--- config.mk ---
export PLATFORM = sky130hd
export DESIGN_NAME = block_mac_ctrl
export DESIGN_NICKNAME = d
export VERILOG_FILES = /design/src/rtl/block_mac_ctrl.sv
export SDC_FILE = /design/constraint.sdc
export NUM_CORES = 1
export LEC_CHECK = 0
export BUFFER_PORTS_ARGS = -buffer_cell sky130_fd_sc_hd__buf_4
export CAP_MARGIN = 20
export CELL_PAD_IN_SITES_DETAIL_PLACEMENT = 0
export CELL_PAD_IN_SITES_GLOBAL_PLACEMENT = 1
export CORE_MARGIN = 2
export CORE_UTILIZATION = 54
export CTS_CLUSTER_DIAMETER = 120
export DETAILED_ROUTE_END_ITERATION = 10
export GPL_TIMING_DRIVEN = 0
export PLACE_DENSITY = 0.95
export SYNTH_ARGS = -nofsm -noshare
export SYNTH_HDL_FRONTEND = slang
export SYNTH_SLANG_ARGS = --single-unit
--- constraint.sdc ---
create_clock -name clk -period 24.3 [get_ports clk]
set_input_delay 3.645 -clock clk [delete_from_list [all_inputs] [get_ports clk]]
set_output_delay 3.645 -clock clk [all_outputs]
set_load 0.03 [all_outputs]
--- src/rtl/block_mac_ctrl.sv ---
// saturate: arithmetic shift right by FRAC_WDITH, then clamp to BIT_WIDTH signed range.
// Latency: combinational. Backpressure: none (pure function).
module saturate #(
    parameter int BIT_WIDTH  = 16,
    parameter int FRAC_WDITH = 8
) (
    input  logic signed [2*BIT_WIDTH-1:0] acc_i,
    output logic signed [BIT_WIDTH-1:0]   sat_o
);
    localparam logic signed [2*BIT_WIDTH-1:0] MAXV = {{(BIT_WIDTH+1){1'b0}}, {(BIT_WIDTH-1){1'b1}}};
    localparam logic signed [2*BIT_WIDTH-1:0] MINV = {{(BIT_WIDTH+1){1'b1}}, {(BIT_WIDTH-1){1'b0}}};

    logic signed [2*BIT_WIDTH-1:0] shifted;
    assign shifted = acc_i >>> FRAC_WDITH;

    always_comb begin
        sat_o = shifted[BIT_WIDTH-1:0];
        if (shifted > MAXV) begin
            sat_o = MAXV[BIT_WIDTH-1:0];
        end else if (shifted < MINV) begin
            sat_o = MINV[BIT_WIDTH-1:0];
        end
    end
endmodule

// block_mac_ctrl: VEC_LEN-beat signed dot product with clamping accumulator and saturated result.
// Latency: result valid 1 cycle after the last operand beat; done pulses 1 cycle after output handshake.
// Backpressure: in_ready/out_valid are registered from state; output held until out_ready.
module block_mac_ctrl #(
    parameter int BIT_WIDTH  = 16,
    parameter int FRAC_WDITH = 8,
    parameter int VEC_LEN    = 4
) (
    input  logic                        clk,
    input  logic                        rst,
    input  logic                        start,
    input  logic                        in_valid,
    output logic                        in_ready,
    input  logic signed [BIT_WIDTH-1:0] a_in,
    input  logic signed [BIT_WIDTH-1:0] b_in,
    output logic                        out_valid,
    input  logic                        out_ready,
    output logic        [BIT_WIDTH-1:0] out_data,
    output logic                        busy,
    output logic                        done
);
    localparam int AW = 2 * BIT_WIDTH;
    localparam int CW = $clog2(VEC_LEN) + 1;
    localparam logic [CW-1:0] LAST = CW'(VEC_LEN - 1);
    localparam logic signed [AW-1:0] AMAX = {1'b0, {(AW-1){1'b1}}};
    localparam logic signed [AW-1:0] AMIN = {1'b1, {(AW-1){1'b0}}};

    typedef enum logic [1:0] {IDLE, ACCUM, OUT} state_t;

    state_t                      state_q;
    logic signed [AW-1:0]        acc_q;
    logic        [CW-1:0]        count_q;
    logic        [BIT_WIDTH-1:0] out_data_q;
    logic                        in_ready_q;
    logic                        out_valid_q;
    logic                        busy_q;
    logic                        done_q;

    logic signed [AW-1:0]        prod;
    logic        [AW:0]          sum;
    logic signed [AW-1:0]        acc_d;
    logic signed [BIT_WIDTH-1:0] sat_d;
    logic                        beat;

    assign prod = a_in * b_in;
    assign sum  = {acc_q[AW-1], acc_q} + {prod[AW-1], prod};
    assign beat = in_valid & in_ready_q;

    // Top two bits of the extended sum disagree only on overflow; their MSB gives the direction.
    always_comb begin
        acc_d = sum[AW-1:0];
        if (sum[AW] != sum[AW-1]) begin
            acc_d = sum[AW] ? AMIN : AMAX;
        end
    end

    saturate #(
        .BIT_WIDTH (BIT_WIDTH),
        .FRAC_WDITH(FRAC_WDITH)
    ) u_saturate (
        .acc_i(acc_d),
        .sat_o(sat_d)
    );

    always_ff @(posedge clk) begin
        if (rst) begin
            state_q     <= IDLE;
            acc_q       <= '0;
            count_q     <= '0;
            out_data_q  <= '0;
            in_ready_q  <= 1'b0;
            out_valid_q <= 1'b0;
            busy_q      <= 1'b0;
            done_q      <= 1'b0;
        end else begin
            done_q <= 1'b0;
            case (state_q)
                IDLE: begin
                    if (start) begin
                        acc_q      <= '0;
                        count_q    <= '0;
                        state_q    <= ACCUM;
                        in_ready_q <= 1'b1;
                        busy_q     <= 1'b1;
                    end
                end
                ACCUM: begin
                    if (beat) begin
                        acc_q   <= acc_d;
                        count_q <= count_q + CW'(1);
                        if (count_q == LAST) begin
                            out_data_q  <= sat_d;
                            state_q     <= OUT;
                            in_ready_q  <= 1'b0;
                            out_valid_q <= 1'b1;
                        end
                    end
                end
                OUT: begin
                    if (out_ready) begin
                        state_q     <= IDLE;
                        out_valid_q <= 1'b0;
                        busy_q      <= 1'b0;
                        done_q      <= 1'b1;
                    end
                end
                default: state_q <= IDLE;
            endcase
        end
    end

    assign in_ready  = in_ready_q;
    assign out_valid = out_valid_q;
    assign out_data  = out_data_q;
    assign busy      = busy_q;
    assign done      = done_q;
endmodule

==> reports/metrics.cfg <==
[timing]
fin_setup_tns_ns = 0
period_share = 0.455
fin_skew_ns = 0.00707
rsz0062_at_grt = no
final_hold_viol_count = 0
fmaxAchievable_mhz = 90.4
setup_viol = 0
slew_headroom = 0.354
worst_pin_slew_ns = 0.964
finalMaxSlewViolations = 0
layout_min_cycle_time_ns = 11.07

[cells_and_area]
area_growth_pct = 8.09
drive_gt1_frac = 0.0563
antenna-diode-count = 0
final_net_count = 2018
final_util = 0.597
mostFrequentLayoutCells = inv_1 (363), fa_1 (299), nand2_1 (176), and2_1 (117), ha_1 (103)
layout_commonest_cell = inv_1
fill_cells = 2140

[clock_tree]
clock-sinks = 57
postCtsHoldBufs = 0
cts_tree = built
h-tree-depth = 3
worst_skew_pair.late_latency_ns = 0.32
clkTransAtPathRegs_ns = 0.05
cts_root_buffer = clkbuf_16
post_cts_resized = 0
cts.path.max_buffers = 2
numCtsBuffers = 9
post_cts_buffers = 0

[setup_path]
crit_path_max_incr_delay_ns = 0.56
r2r-start = acc_q[13]
startpoint_type = primary input
worstRegToRegCells = 19
cp.arrival_ns = 11.31
slowest_stage = fa_1
reg2reg_slack_ns = 17.90
worstReg2RegEnd = acc_q[28]
crit_fanout = 10
crit_path_frequent_cell = fa_1
timing.critical_path.to_type = register
critical_path_class = in -> reg
cp.required_ns = 24.55

[place]
gp_congestion = 0.931
place_hpwl_um = 28900
io_buffers = 55

[logic_synthesis]
synth.ff_latch_count = 57
yosysTopAreaCell = fa_1
ys_seq_area_frac = 0.0848
synth_edf_count = 0
syn_area_per_cell_um2 = 8.90
synth_nets = 1952
netlist_area_um2 = 13500
syn-instance-count = 1513
synth_top_area_share = 0.445
synth_cell_types = 58
synth_flop_cell = dfxtp_1
yosysWarnings = 0
ys_top_cells_by_area = fa_1 (44%), inv_1 (10%), ha_1 (9.6%)
async_reset_ff_frac = 0

[routing]
totalWireLength_um = 33200
firstDrtPassIters = 7
vias = 10400
drc_errors = 0
ant_nets = 0
wl_per_cell_um = 17.4
via_per_inst = 5.44
drtIter0Drc = 577

[grt]
grt.overflow.total = 0
antenna_found_initial = 0
grt_first_pass_wirelength_um = 54400
grt_pass1_vias = 10900
grt_max_degree = 17
grt_usage = 0.265

[die]
dieArea_um2 = 26200
ios = 57
die_h_um = 162
core_area_um2 = 24400
start_util = 0.552
num_rows = 57
die_x_um = 162

[run]
maxCapViolCount = 0

[min_path]
hold_path_depth = 2
hold_path_end = out_data[14]
min_path_type = reg -> reg
hp-start = out_data[14]

[outcome]
status = complete, no violations

-- cell usage after synthesis (2+ instances only) --
cell type	count
or3_1	3
a31oi_1	6
xnor2_1	27
o21ai_1	19
nor2_2	2
o21ai_2	2
o21ai_0	43
buf_1	3
nor2_1	78
maj3_1	2
a22oi_1	19
and2_1	117
and3_1	4
and4_1	2
clkbuf_1	44
a211o_1	2
nand3_1	9
nor3_1	9
inv_1	363
nand2_1	176
a21oi_1	48
xor2_1	12
o311a_1	2
buf_4	3
nand4_1	5
fa_1	299
a211oi_1	5
nor4_1	3
o211ai_1	5
ha_1	103
o21a_1	2
nor2b_1	2
dfxtp_1	57
a21o_1	7
nand2b_1	4
buf_2	4
-- sequential cells by signal, summed over array words and instances, names as in the netlist --
register,count
out_data,16
acc_q,32
out_valid,1
in_ready,1
state_q,2
done,1
count_q,3
busy,1
-- worst max-delay path: cells and delay by family --
family                     cells  cell delay [ns]
xor gates and xnor gates       1             0.54
AOI/OAI and AO/OA              6             1.31
buffers and inverters          9             1.39
adders and majority gates      7             3.35
and+or+nand+nor                4             1.06
-- cell families (layout without fill, tap and decap cells) --
| family | count (synthesis) | in the layout | share of synthesized area |
|---|---|---|---|
| XOR/XNOR | 40 | 40 | 0.0266 |
| adder cells (fa/ha/maj) | 404 | 404 | 0.542 |
| AND/OR/NAND/NOR | 419 | 419 | 0.147 |
| flip-flops | 57 | 57 | 0.0848 |
| AO/OA/AOI/OAI | 173 | 173 | 0.0801 |
| multiplexers | 2 | 2 | 0.00158 |
| buffers and inverters | 418 | 486 | 0.118 |
-- per-layer routing --
| metal | vias to the layer above | GRT usage | wire length [µm] |
|---|---|---|---|
| li1 | 4673 | - | - |
| met1 | 5307 | 0.343 | 13200 |
| met2 | 324 | 0.477 | 17400 |
| met3 | 56 | 0.0358 | 1930 |
| met4 | 0 | 0.0591 | 700 |
| met5 | - | 0 | 0 |
-- metrics by stage --
stage	setup slack [ns]	cell area [µm²]	hold slack [ns]	instances
floorplan	14.14	13500	0.436	1513
global placement	13.11	14300	0.440	1892
detailed placement	12.98	14300	0.443	1892
CTS	13.28	14600	0.451	1905
global route	12.76	14600	0.469	1905
finish	13.23	14600	0.444	1905
-- cell type report --
cell class              count  area, µm²  area share
clock buffers              13        270      0.0186
multi-input cells        1038      10700       0.738
inverters                 363       1360      0.0936
repair buffers             55        413      0.0284
flip-flops and latches     57       1140      0.0784
plain buffers              55        224      0.0154
well taps                 324        405      0.0279
-- how the worst max path moves through the flow --
stage / from / endpoint / slack (ns)
after floorplan: b_in[1] / acc_q[26] / 14.14
after global placement: a_in[15] / out_data[14] / 13.11
after detailed placement: b_in[1] / out_data[11] / 12.98
after CTS: b_in[1] / acc_q[28] / 13.28
after global routing: b_in[1] / acc_q[27] / 12.76
final: a_in[10] / acc_q[28] / 13.23
Power is not shown: default switching activity piles up to over one toggle a cycle in this logic, so the estimate is an artifact.
